[config.mk]
export PLATFORM = sky130hd
export DESIGN_NAME = seven_seg_scan_driver
export DESIGN_NICKNAME = d
export VERILOG_FILES = /design/src/rtl/seven_seg_pkg.sv /design/src/rtl/seven_seg_refresh_timer.sv /design/src/rtl/seven_seg_scan_driver.sv
export SDC_FILE = /design/constraint.sdc
export NUM_CORES = 1
export LEC_CHECK = 0
export CAP_MARGIN = 20
export CORE_MARGIN = 2
export CORE_UTILIZATION = 50
export DETAILED_ROUTE_END_ITERATION = 6
export GPL_TIMING_DRIVEN = 1
export HOLD_SLACK_MARGIN = 0.02
export PLACE_DENSITY = 0.75
export SYNTH_ARGS = -nofsm -noshare
export SYNTH_HDL_FRONTEND = slang
export SYNTH_SLANG_ARGS = --single-unit
[constraint.sdc]
create_clock -name clk -period 2.24 [get_ports clk]
set_input_delay 0.56 -clock clk [delete_from_list [all_inputs] [get_ports clk]]
set_output_delay 0.56 -clock clk [all_outputs]
set_load 0.05 [all_outputs]
[src/rtl/seven_seg_pkg.sv]
// Shared constants and helpers for the seven-segment scan driver:
// blank-segment pattern, hex-to-segment decode and digit-index sizing.
package seven_seg_pkg;

  // All segments dark (active low).
  localparam logic [6:0] SEG_OFF = 7'h7F;

  // Active-low hex decode, bit order {g,f,e,d,c,b,a}.
  function automatic logic [6:0] hex_to_seg(input logic [3:0] hex);
    logic [6:0] seg;
    case (hex)
      4'h0:    seg = 7'h40;
      4'h1:    seg = 7'h79;
      4'h2:    seg = 7'h24;
      4'h3:    seg = 7'h30;
      4'h4:    seg = 7'h19;
      4'h5:    seg = 7'h12;
      4'h6:    seg = 7'h02;
      4'h7:    seg = 7'h78;
      4'h8:    seg = 7'h00;
      4'h9:    seg = 7'h10;
      4'hA:    seg = 7'h08;
      4'hB:    seg = 7'h03;
      4'hC:    seg = 7'h46;
      4'hD:    seg = 7'h21;
      4'hE:    seg = 7'h06;
      default: seg = 7'h0E;
    endcase
    return seg;
  endfunction

  // Width of the digit index; a single-digit display still needs one bit.
  function automatic int idx_width(input int num_digits);
    return (num_digits <= 1) ? 1 : $clog2(num_digits);
  endfunction

endpackage

[src/rtl/seven_seg_refresh_timer.sv]
// Refresh timer: per-digit clock divider plus digit index counter.
// Flags the anti-ghosting guard window, the first cycle of each digit slot
// and the frame boundary (the cycle on which the index wraps back to 0).
module seven_seg_refresh_timer
  import seven_seg_pkg::*;
#(
  parameter int NUM_DIGITS = 4,
  parameter int CLK_DIV    = 50000,
  parameter int GUARD_CYC  = 1
) (
  input  logic                             clk,
  input  logic                             reset,
  output logic [idx_width(NUM_DIGITS)-1:0] index,
  output logic                             guard,
  output logic                             digit_first,
  output logic                             frame_boundary
);

  localparam int             IW        = idx_width(NUM_DIGITS);
  localparam int             CW        = $clog2(CLK_DIV);
  localparam logic [CW-1:0]  CNT_LAST  = CW'(CLK_DIV - 1);
  localparam logic [CW-1:0]  GUARD_END = CW'(GUARD_CYC);
  localparam logic [IW-1:0]  IDX_LAST  = IW'(NUM_DIGITS - 1);

  logic [CW-1:0] count;
  logic          wrap;

  assign wrap           = (count == CNT_LAST);
  assign frame_boundary = wrap && (index == IDX_LAST);
  assign guard          = (count < GUARD_END);
  assign digit_first    = (count == '0);

  // Divider counts 0..CLK_DIV-1; each wrap advances the digit index.
  // NOTE: sequential state uses non-blocking assignments so every register
  // samples the pre-edge values of its neighbours.
  always_ff @(posedge clk) begin
    if (reset) begin
      count <= '0;
      index <= '0;
    end else if (wrap) begin
      count <= '0;
      index <= (index == IDX_LAST) ? '0 : index + 1'b1;
    end else begin
      count <= count + 1'b1;
    end
  end

endmodule

[src/rtl/seven_seg_scan_driver.sv]
// Time-multiplexed common-anode 7-segment driver. Loads land in a shadow
// register and are copied to the displayed (active) register only at a
// frame boundary, so a new value never appears mid-scan. All display
// outputs are registered, one cycle behind the refresh timer.
// Optional feature: define SEVEN_SEG_LZB_EN for leading-zero blanking.
module seven_seg_scan_driver
  import seven_seg_pkg::*;
#(
  parameter int NUM_DIGITS = 4,
  parameter int CLK_DIV    = 50000,
  parameter int GUARD_CYC  = 1
) (
  input  logic                    clk,
  input  logic                    reset,
  input  logic                    load,
  input  logic [4*NUM_DIGITS-1:0] value_in,
  input  logic [NUM_DIGITS-1:0]   blank_in,
  output logic [6:0]              seg_n,
  output logic [NUM_DIGITS-1:0]   an_n,
  output logic                    frame_start,
  output logic                    pending
);

  localparam int IW = idx_width(NUM_DIGITS);

  logic [IW-1:0]           index;
  logic                    guard;
  logic                    digit_first;
  logic                    frame_boundary;

  logic [4*NUM_DIGITS-1:0] value_sh, value_act;
  logic [NUM_DIGITS-1:0]   blank_sh, blank_act;
  logic [NUM_DIGITS-1:0]   blank_next;
  logic [NUM_DIGITS-1:0]   an_lit;
  logic [3:0]              nibble;
  logic                    digit_blank;

  seven_seg_refresh_timer #(
    .NUM_DIGITS (NUM_DIGITS),
    .CLK_DIV    (CLK_DIV),
    .GUARD_CYC  (GUARD_CYC)
  ) u_timer (
    .clk            (clk),
    .reset          (reset),
    .index          (index),
    .guard          (guard),
    .digit_first    (digit_first),
    .frame_boundary (frame_boundary)
  );

`ifdef SEVEN_SEG_LZB_EN
  logic [NUM_DIGITS-1:0] lz_mask;
  logic                  seen_nonzero;

  // Leading-zero mask: every digit above the top nonzero nibble; digit 0 never.
  // NOTE: every variable gets a default before the loop so no latch is inferred.
  always_comb begin
    lz_mask      = '0;
    seen_nonzero = 1'b0;
    for (int i = NUM_DIGITS - 1; i >= 1; i--) begin
      if (value_sh[i*4 +: 4] != 4'h0) seen_nonzero = 1'b1;
      lz_mask[i] = ~seen_nonzero;
    end
  end

  assign blank_next = blank_sh | lz_mask;
`else
  assign blank_next = blank_sh;
`endif

  // Shadow/active handover: loads fill the shadow, the boundary publishes it.
  // A load coincident with the boundary stays in the shadow for next frame.
  always_ff @(posedge clk) begin
    if (reset) begin
      value_sh  <= '0;
      value_act <= '0;
      blank_sh  <= '1;
      blank_act <= '1;
      pending   <= 1'b0;
    end else begin
      if (frame_boundary && pending) begin
        value_act <= value_sh;
        blank_act <= blank_next;
      end
      if (load) begin
        value_sh <= value_in;
        blank_sh <= blank_in;
      end
      pending <= load || (pending && !frame_boundary);
    end
  end

  // Select the current digit's nibble, blank bit and one-hot-low anode.
  always_comb begin
    nibble      = 4'h0;
    digit_blank = 1'b1;
    an_lit      = '1;
    for (int i = 0; i < NUM_DIGITS; i++) begin
      if (index == IW'(i)) begin
        nibble      = value_act[i*4 +: 4];
        digit_blank = blank_act[i];
        an_lit[i]   = 1'b0;
      end
    end
  end

  // Registered display outputs; dark during the guard window or when blanked.
  always_ff @(posedge clk) begin
    if (reset) begin
      seg_n       <= SEG_OFF;
      an_n        <= '1;
      frame_start <= 1'b0;
    end else begin
      frame_start <= digit_first && (index == '0);
      if (guard || digit_blank) begin
        seg_n <= SEG_OFF;
        an_n  <= '1;
      end else begin
        seg_n <= hex_to_seg(nibble);
        an_n  <= an_lit;
      end
    end
  end

endmodule

==> results of run 1 <==
[power groups by stage]
stage	Clock [W]	Sequential (W)	Combinational, W
floorplan	0	0.00135	0.0000769
global placement	0	0.00134	0.000147
detailed placement	0	0.00134	0.000149
CTS	0.00115	0.00131	0.000149
global route	0.00119	0.00131	0.000162
finish	0.00113	0.00131	0.000148
[cell type report]
cell class / count / area, um^2
Clock inverter: 5 / 81.33
Fill cell: 517 / 2192
Sequential cell: 71 / 1423
Inverter: 10 / 37.54
Clock buffer: 11 / 141.4
Timing Repair Buffer: 44 / 430.4
Tap cell: 75 / 93.84
Multi-Input combinational cell: 248 / 1521
[cells in the mapped netlist, drive strengths merged (4+ instances only)]
library cell | n | area (um^2)
a21oi | 26 | 130.1
nor2 | 43 | 161.4
nand4 | 4 | 25.02
or3 | 4 | 25.02
or4 | 4 | 37.53
clkbuf | 12 | 45.04
ha | 12 | 150.1
nand3 | 9 | 50.05
xnor2 | 7 | 61.31
inv | 10 | 37.54
o21ai | 4 | 20.02
mux2i | 20 | 200.2
nand2 | 57 | 214.0
dfxtp | 71 | 1421
nor3 | 7 | 35.03
o211ai | 4 | 30.03
nor2b | 12 | 75.07
buf | 8 | 46.30
xor2 | 6 | 52.55
a211o | 4 | 35.03
[per-stage QoR]
stage | util, % | cells | total power [W] | instance area, um^2
after CTS | 62.68 | 464 | 0.002612 | 3711
after global placement | 58.92 | 448 | 0.001485 | 3488
after detailed placement | 58.92 | 448 | 0.001488 | 3488
after floorplan | - | 349 | 0.001422 | 3055
after global routing | 62.98 | 464 | 0.002669 | 3729
final | 62.98 | 464 | 0.002591 | 3729
[sequential cells by signal, indices dropped and copies added, names as in the netlist]
register and count:
u_timer.count 16, an_n 4, pending 1, value_sh 16
seg_n 7, u_timer.index 2, value_act 16, frame_start 1
blank_next 4, blank_act 4
[kinds of logic after synthesis]
kind of cell,after synthesis
compound gates,47
xor+xnor,13
fa+ha+maj,12
buf+inv,30
flops,71
mux,21
simple gates,155
[repair_timing]
| item | CTS | global route |
|---|---|---|
| setup buffers | 0 | 0 |
| resized for setup | 0 | 6 |
| setup endpoints to repair | 0 | 6 |
| hold buffers | 0 | 0 |
[worst max-delay path by stage]
stage	from	endpoint	slack, ps	cells past startpoint
after floorplan	u_timer.index[1]$_SDFFE_PP0N_	seg_n[3]$_SDFF_PP1_	60	10
after global placement	u_timer.index[0]$_SDFFE_PP0N_	seg_n[3]$_SDFF_PP1_	200	10
after detailed placement	u_timer.index[0]$_SDFFE_PP0N_	seg_n[3]$_SDFF_PP1_	110	10
after CTS	u_timer.index[0]$_SDFFE_PP0N_	seg_n[3]$_SDFF_PP1_	80	10
after global routing	u_timer.count[11]$_SDFF_PP0_	value_act[0]$_SDFFE_PP0P_	30	6
final	pending$_SDFF_PP0_	pending	90	1
[layer usage]
layer  wire [um]  global-route usage (%)
met3         188                   3.913
met4         158                   11.17
met1        2861                   25.15
met2        2660                   29.19
met5           0                       0
[worst min-delay path, cell delays in order (launching register included)]
cell and delay [ps]:
dfxtp_1 310, nand2_1 50, a21oi_1 50
==> metrics.yaml, run 1 <==
clock_network:
  cts_buffer_depth: 2
  insertion_delay_ps: 350
  clkSinkCount: 71
  cts.htree.levels: 3
  clk_pin_slew_worst_paths_ps: 80
  cts_tree: "done"
  cts_inserted_buffers: 9
  cts_root_buf: "clkbuf_8"
sta:
  setup_slack_ps: 93.60
  final_hold_viol_count: 0
  worst_slew_pin_slew_ps: 496.2
  timing.final.crit_share_pct: 95.82
  rsz0062_at_grt: "false"
  skew_ps: 8.549
  timing.hold.ws_ps: 456.0
  slew_violations: 0
  finalSetupViolations: 0
  slew_headroom_pct: 66.81
  fmax_mhz: 465.9
  period_needed_ps: 2146
  fin_tns_setup_ps: 0
routing:
  drt-initial-drc-count: 88
  wl_mm: 5.869
  vias: 2396
  drc: 0
  wl_per_cell_um: 12.65
  dr.pass1.iters: 4
  via_per_inst: 5.164
  ant_nets: 0
setup_path:
  path_cells: "clkdlybuf4s50_1"
  critPathKind: "flip-flop to output pin"
  crit_arrival_ps: 1590
  reg2reg_from: "u_timer.count[0]$_SDFF_PP0_"
  worst_setup_path_start_kind: "flip-flop"
  reg2reg_depth: 7
  reg2reg_slack_ps: 140
  crit_buf_inv: 1
  required_ps: 1680
  end_kind: "output pin"
  cpPeakStageDelay_ps: 830
  crit_family: "buffers and inverters"
  critPathSlowestCell: "clkdlybuf4s50_1"
  r2r-end: "seg_n[6]$_SDFF_PP1_"
  cp_max_fo: 4
min_path:
  hold_class: "flip-flop to flip-flop"
  whs_path_depth: 2
  worstHoldStart: "value_act[2]$_SDFFE_PP0P_"
  hold_end: "value_act[2]$_SDFFE_PP0P_"
synthesis:
  synth_simple_gate_area_share_pct: 24.16
  synth_seq_cells: 71
  synthXorXnorAreaFrac_pct: 3.726
  synth-main-ff-cell: "dfxtp_1"
  netlist_area_um2: 3055
  synth-compound-area-share_pct: 9.541
  synth_edf_count: 0
  ys.warnings.count: 0
  avgSynthCellArea_um2: 8.755
  synthAdderAreaFrac_pct: 4.914
  ys_seq_area_share_pct: 46.52
  synth.distinct_cells: 42
  synth_top_family_by_area: "simple AND/OR/NAND/NOR gates"
  async_flop_share_pct: 0
  muxShareOfSynthArea_pct: 6.921
  synth.net_count: 384
  synthCells: 349
power:
  switchingPower_w: 0.0005603
  p_int_w: 0.002031
  total_leakage_power_nw: 1.380
  powerDensity_nw_per_um2: 694.9
  seqPwrFrac_pct: 50.6
  power_frac_comb_pct: 5.7
  switching_share_pct: 21.62
  ir_drop_mv: 0.4503
  pwr-share-clk_pct: 43.7
status:
  status: "finished, final reports clean"
die:
  dieArea_um2: 6752
  initial_core_util_pct: 51.61
  die_h_um: 82.17
  die_width_um: 82.17
  coreArea_um2: 5921
  num_rows: 28
  io_pins: 36
global_route:
  grt_usage_pct: 19.16
  grt_first_pass_wirelength_mm: 9.839
  grt_pass1_vias: 2208
  grt_start_max_net_pins: 27
  antenna_found_initial: 0
  gr-total-overflow: 0
run:
  max_cap_viol_count: 0
placed_design:
  place.gp.congestion: 0.8145
  dp_hpwl_mm: 4.116
  port-buffer-count: 35
  place_ws_ps: 106.5
final_layout:
  final_cell_mix: "dfxtp_1 (70), nand2_1 (57), nor2_1 (42)"
  nets: 419
  n_antenna_cell: 0
  final_common_cell: "dfxtp_1"
  syn2layout_area_growth_pct: 22.03
  drive_gt1_share_pct: 9.254
Note: power is estimated with default switching activity, not from simulation.
==> run 2: changes to the inputs <==
--- a/config.mk
+++ b/config.mk
@@ -7,11 +7,12 @@
 export LEC_CHECK = 0
 export CAP_MARGIN = 20
 export CORE_MARGIN = 2
-export CORE_UTILIZATION = 50
+export CORE_UTILIZATION = 52
 export DETAILED_ROUTE_END_ITERATION = 6
 export GPL_TIMING_DRIVEN = 1
 export HOLD_SLACK_MARGIN = 0.02
 export PLACE_DENSITY = 0.75
+export SLEW_MARGIN = 15
 export SYNTH_ARGS = -nofsm -noshare
 export SYNTH_HDL_FRONTEND = slang
 export SYNTH_SLANG_ARGS = --single-unit
==> constraint.sdc (replaced) <==
create_clock -name clk -period 2.66 [get_ports clk]
set_input_delay 0.665 -clock clk [delete_from_list [all_inputs] [get_ports clk]]
set_output_delay 0.665 -clock clk [all_outputs]
set_load 0.05 [all_outputs]
==> run 2 against run 1 <==
Flip-flop and latch count did not move. First-iteration DRC count rose by 18%. Critical path type unchanged. Global-route usage rose by 0.62 points.
==> metrics.yaml, run 2 (synthesized netlist as in run 1, its figures left out) <==
clock_network:
  insertion_delay_ps: 360
  cts_root_buf: "clkbuf_8"
  clkSinkCount: 71
  clk_pin_slew_worst_paths_ps: 80
  cts.htree.levels: 3
  cts_inserted_buffers: 9
  cts_setup_buffers: 0
  cts_tree: "done"
  cts_buffer_depth: 2
  cts.repair.resized: 0
  cts_hold_buf: 0
final_layout:
  nets: 418
  drive_gt1_share_pct: 7.732
  final_area_um2: 3685
  top_regs: "u_timer.count (16), value_act (16), value_sh (16)"
  final_common_cell: "dfxtp_1"
  n_antenna_cell: 0
  fin_util_pct: 66.11
  layout.cells.non_filler: 460
  syn2layout_area_growth_pct: 20.60
  final_cell_mix: "dfxtp_1 (71), nand2_1 (57), nor2_1 (43)"
die:
  io_pins: 36
  die_width_um: 80.66
  die_h_um: 80.66
  num_rows: 27
  dieArea_um2: 6505
  initial_core_util_pct: 54.81
  coreArea_um2: 5574
routing:
  via_per_inst: 5.120
  wl_met1_mm: 2.827
  ant_nets: 0
  wl_mm: 5.891
  routed.top_layer: "met4"
  met3WireLength_um: 229
  met2WireLength_mm: 2.715
  wl_per_cell_um: 12.81
  dr.pass1.iters: 4
  drc: 0
  vias: 2355
  drt-initial-drc-count: 104
power:
  ir_drop_mv: 0.5631
  total_leakage_power_nw: 1.368
  powerDensity_nw_per_um2: 593.3
run:
  max_cap_viol_count: 0
min_path:
  whs_path_depth: 2
  hold_class: "flip-flop to flip-flop"
placed_design:
  dp_hpwl_mm: 4.032
  place.gp.congestion: 0.8127
  dpl-instance-area_um2: 3465
  port-buffer-count: 35
  dp.cells: 444
  place_ws_ps: 423.9
status:
  status: "finished, final reports clean"
setup_path:
  path_cells: "clkdlybuf4s50_1"
  crit_arrival_ps: 1590
  cpPeakStageDelay_ps: 830
  reg2reg_depth: 10
  crit_buf_inv: 1
  cp.depth: 1
  worst_setup_path_start_kind: "flip-flop"
  cp_max_fo: 4
  required_ps: 2000
  crit_end: "pending"
  r2r-end: "seg_n[3]$_SDFF_PP1_"
  end_kind: "output pin"
  startpoint: "pending$_SDFF_PP0_"
  critPathKind: "flip-flop to output pin"
  critPathSlowestCell: "clkdlybuf4s50_1"
  crit_family: "buffers and inverters"
  reg2reg_from: "u_timer.index[0]$_SDFFE_PP0N_"
  reg2reg_slack_ps: 430
sta:
  setup_slack_ps: 409.8
  slew_violations: 0
  final_hold_viol_count: 0
  fmax_mhz: 444.4
  fin_tns_setup_ps: 0
  timing.final.crit_share_pct: 84.59
  slew_headroom_pct: 62.10
  rsz0062_at_grt: "false"
  period_needed_ps: 2250
  worst_slew_pin_slew_ps: 568.5
  finalSetupViolations: 0
  skew_ps: 10.12
global_route:
  grt_pass1_vias: 2169
  grt_start_max_net_pins: 49
  gr-total-overflow: 0
  antenna_found_initial: 0
  grt_usage_pct: 19.78
  grt_first_pass_wirelength_mm: 9.791
-- run 2: changes by cell type in the layout (fill, tap and decap cells not counted) --
cell and delta:
clkbuf_1 -1, ha_1 +3, clkinvlp_4 +2, dfxtp_2 -1, clkinv_4 -1, a31oi_1 +1
buf_12 -1, nor2_2 -1, a31oi_2 -1, clkbuf_8 -1, nor2_1 +1, dfxtp_1 +1
inv_6 +1, ha_2 -3
-- run 2: through the flow --
| stage | hold WS, ps | total power, W |
|---|---|---|
| 2_1_floorplan | 431.9 | 0.001197 |
| 3_3_place_gp | 442.6 | 0.001246 |
| 3_5_place_dp | 448.3 | 0.001249 |
| 4_1_cts | 461.0 | 0.002200 |
| 5_1_grt | 476.3 | 0.002248 |
| 6_report | 457.4 | 0.002186 |
-- run 2: worst min-delay path by stage --
| stage | from | end | slack [ps] |
|---|---|---|---|
| 2_1_floorplan | value_act[12]$_SDFFE_PP0P_ | value_act[12]$_SDFFE_PP0P_ | 430 |
| 3_3_place_gp | value_act[3]$_SDFFE_PP0P_ | value_act[3]$_SDFFE_PP0P_ | 440 |
| 3_5_place_dp | value_sh[14]$_SDFFE_PP0P_ | value_act[14]$_SDFFE_PP0P_ | 450 |
| 4_1_cts | value_sh[15]$_SDFFE_PP0P_ | value_act[15]$_SDFFE_PP0P_ | 460 |
| 5_1_grt | value_act[8]$_SDFFE_PP0P_ | value_act[8]$_SDFFE_PP0P_ | 480 |
| 6_report | value_act[3]$_SDFFE_PP0P_ | value_act[3]$_SDFFE_PP0P_ | 460 |
-- run 2: final cells by class --
cell class	instances	area [um^2]
Fill cell	487	1889
Multi-Input combinational cell	248	1505
Sequential cell	71	1421
Timing Repair Buffer	43	410.4
Clock buffer	9	123.9
Clock inverter	7	96.34
Tap cell	72	90.09
Inverter	10	37.54
-- run 2: layer usage --
layer | vias to the layer above | global-route usage [%]
met4 | 0 | 10.17
met3 | 10 | 5.056
met1 | 1058 | 25.58
li1 | 1243 | -
met5 | - | 0
met2 | 44 | 30.33
-- run 2: power by group --
| part | internal [W] | leakage, nW | switching, W |
|---|---|---|---|
| Clock | 0.000529 | 0.102 | 0.000434 |
| Sequential | 0.00109 | 0.578 | 0.0000154 |
| Combinational | 0.0000652 | 0.688 | 0.0000554 |
==> run 3: changes to the inputs <==
--- a/config.mk
+++ b/config.mk
@@ -7,7 +7,7 @@
 export LEC_CHECK = 0
 export CAP_MARGIN = 20
 export CORE_MARGIN = 2
-export CORE_UTILIZATION = 52
+export CORE_UTILIZATION = 50
 export DETAILED_ROUTE_END_ITERATION = 6
 export GPL_TIMING_DRIVEN = 1
 export HOLD_SLACK_MARGIN = 0.02
==> constraint.sdc (replaced) <==
create_clock -name clk -period 1.8 [get_ports clk]
set_input_delay 0.45 -clock clk [delete_from_list [all_inputs] [get_ports clk]]
set_output_delay 0.45 -clock clk [all_outputs]
set_load 0.05 [all_outputs]
==> run 3 against run 2 <==
The run now ends with negative setup slack left. Flip-flop and latch count stayed put. Largest cell class unchanged. Setup slack worse by 670 ps. Critical path type is now flip-flop to flip-flop. Critical endpoint is now seg_n[0]$_SDFF_PP1_. Global-route usage increased by 2.5 points. Total power up 45%.
==> metrics.yaml, run 3 (synthesized netlist as in run 1, its figures left out) <==
final_layout:
  final_common_cell: "dfxtp_1"
  fin_util_pct: 79.27
  n_antenna_cell: 0
  nets: 468
  top_regs: "u_timer.count (16), value_act (16), value_sh (16)"
  syn2layout_area_growth_pct: 53.60
  drive_gt1_share_pct: 42.47
  final_cell_mix: "dfxtp_1 (66), buf_4 (53), nand2_1 (38)"
  fill_cells: 352
  final_area_um2: 4693
setup_path:
  r2r-end: "seg_n[0]$_SDFF_PP1_"
  crit_arrival_ps: 2370
  critPathKind: "flip-flop to flip-flop"
  crit_family: "buffers and inverters"
  reg2reg_depth: 11
  crit_buf_inv: 4
  required_ps: 2110
  crit_end: "seg_n[0]$_SDFF_PP1_"
  critPathSlowestCell: "dfxtp_4"
  cpPeakStageDelay_ps: 390
  worst_setup_path_start_kind: "flip-flop"
  startpoint: "u_timer.index[1]$_SDFFE_PP0N_"
  path_cells: "inv_4 > ha_4 > buf_4 > nand2_1 > a31oi_4 > buf_4 > buf_6 > ha_4 > mux2i_1 > mux2_4 > nand2_1"
  cp.depth: 11
  reg2reg_slack_ps: -260
  end_kind: "flip-flop"
  cp_max_fo: 6
  reg2reg_from: "u_timer.index[1]$_SDFFE_PP0N_"
sta:
  slew_headroom_pct: 68.37
  skew_ps: 10.63
  final_hold_viol_count: 0
  timing.final.crit_share_pct: 114.5
  fmax_mhz: 485.4
  finalSetupViolations: 50
  period_needed_ps: 2060
  slew_violations: 0
  rsz0062_at_grt: "true"
  worst_slew_pin_slew_ps: 474.4
  setup_slack_ps: -260.2
placed_design:
  port-buffer-count: 35
  dp_hpwl_mm: 4.562
  place.gp.congestion: 0.8223
  dpl-instance-area_um2: 3815
power:
  ir_drop_mv: 0.4935
  powerDensity_nw_per_um2: 676.3
  power_w: 0.003174
  total_leakage_power_nw: 1.916
global_route:
  grt_first_pass_wirelength_mm: 11.27
  gr-total-overflow: 0
  grt_start_max_net_pins: 37
  grt_usage_pct: 22.23
  antenna_found_initial: 0
  grt_pass1_vias: 2432
die:
  die_h_um: 82.17
  coreArea_um2: 5921
  die_width_um: 82.17
  initial_core_util_pct: 51.61
  io_pins: 36
  num_rows: 28
  dieArea_um2: 6752
clock_network:
  cts_root_buf: "clkbuf_8"
  cts_inserted_buffers: 9
  clk_pin_slew_worst_paths_ps: 80
  cts_buffer_depth: 2
  cts_tree: "done"
  clkSinkCount: 71
  cts.htree.levels: 3
  insertion_delay_ps: 360
status:
  violations: "negative setup slack"
  status: "finished, violations left"
routing:
  via_per_inst: 5.659
  drc: 0
  drt-initial-drc-count: 136
  wl_per_cell_um: 18.46
  wl_mm: 9.468
  dr.pass1.iters: 5
  ant_nets: 0
  vias: 2903
run:
  max_cap_viol_count: 0
min_path:
  hold_class: "flip-flop to flip-flop"
-- run 3: metrics by stage --
step | setup TNS, ps | hold WS (ps) | worst slack, ps | std cells
after floorplan | -1438 | 414.6 | -139.4 | 349
after global placement | -2425 | 444.5 | -196.7 | 484
after detailed placement | -3621 | 448.1 | -249.6 | 484
after CTS | -2529 | 459.5 | -110.2 | 502
after global routing | -7921 | 497.4 | -315.5 | 513
final | -4870 | 480.8 | -260.2 | 513
-- run 3: repair_timing --
action / 4_1_cts / 5_1_grt
pin swaps: 13 / 53
hold endpoints to repair: 0 / 0
setup buffers: 1 / 7
hold buffers: 0 / 0
gates resized for setup: 40 / 97
cloned: 1 / 4
endpoints found under the setup margin: 46 / 50
-- run 3: power breakdown --
group | switching (W) | internal, W
Sequential | 0.0000317 | 0.00160
Combinational | 0.000113 | 0.000124
Clock | 0.000631 | 0.000670
Total | 0.000776 | 0.00240
-- run 3: worst min path at each step --
stage / start / endpoint / slack (ps) / cells after the start
after floorplan: u_timer.count[0]$_SDFF_PP0_ / u_timer.count[0]$_SDFF_PP0_ / 410 / 1
final: value_sh[3]$_SDFFE_PP0P_ / value_act[3]$_SDFFE_PP0P_ / 480 / 2
after CTS: value_sh[7]$_SDFFE_PP0P_ / value_act[7]$_SDFFE_PP0P_ / 460 / 2
after detailed placement: value_sh[7]$_SDFFE_PP0P_ / value_act[7]$_SDFFE_PP0P_ / 450 / 2
after global placement: value_sh[13]$_SDFFE_PP0P_ / value_act[13]$_SDFFE_PP0P_ / 440 / 2
after global routing: value_sh[3]$_SDFFE_PP0P_ / value_act[3]$_SDFFE_PP0P_ / 500 / 2
-- run 3: tightest hold or removal path, stage by stage (launching register included) --
cell,delay (ps)
dfxtp_1,340
nand2_4,70
a21oi_2,40
-- run 3: layout make-up --
cell class | count | area, um^2 | share of cell area, %
inverters | 10 | 47.55 | 1.013
flip-flops and latches | 71 | 1433 | 30.53
well taps | 75 | 93.84 | 1.999
clock buffers | 10 | 137.6 | 2.933
multi-input cells | 250 | 2061 | 43.91
repair buffers | 91 | 860.8 | 18.34
clock inverters | 6 | 60.06 | 1.280
-- run 3: per-layer routing --
layer,vias up,global-route usage [%],part of all wire (%)
met5,-,0,0
met4,0,9.000,3.1
met3,29,6.739,5.2
met2,112,36.10,51
met1,1413,27.54,40
li1,1349,-,-
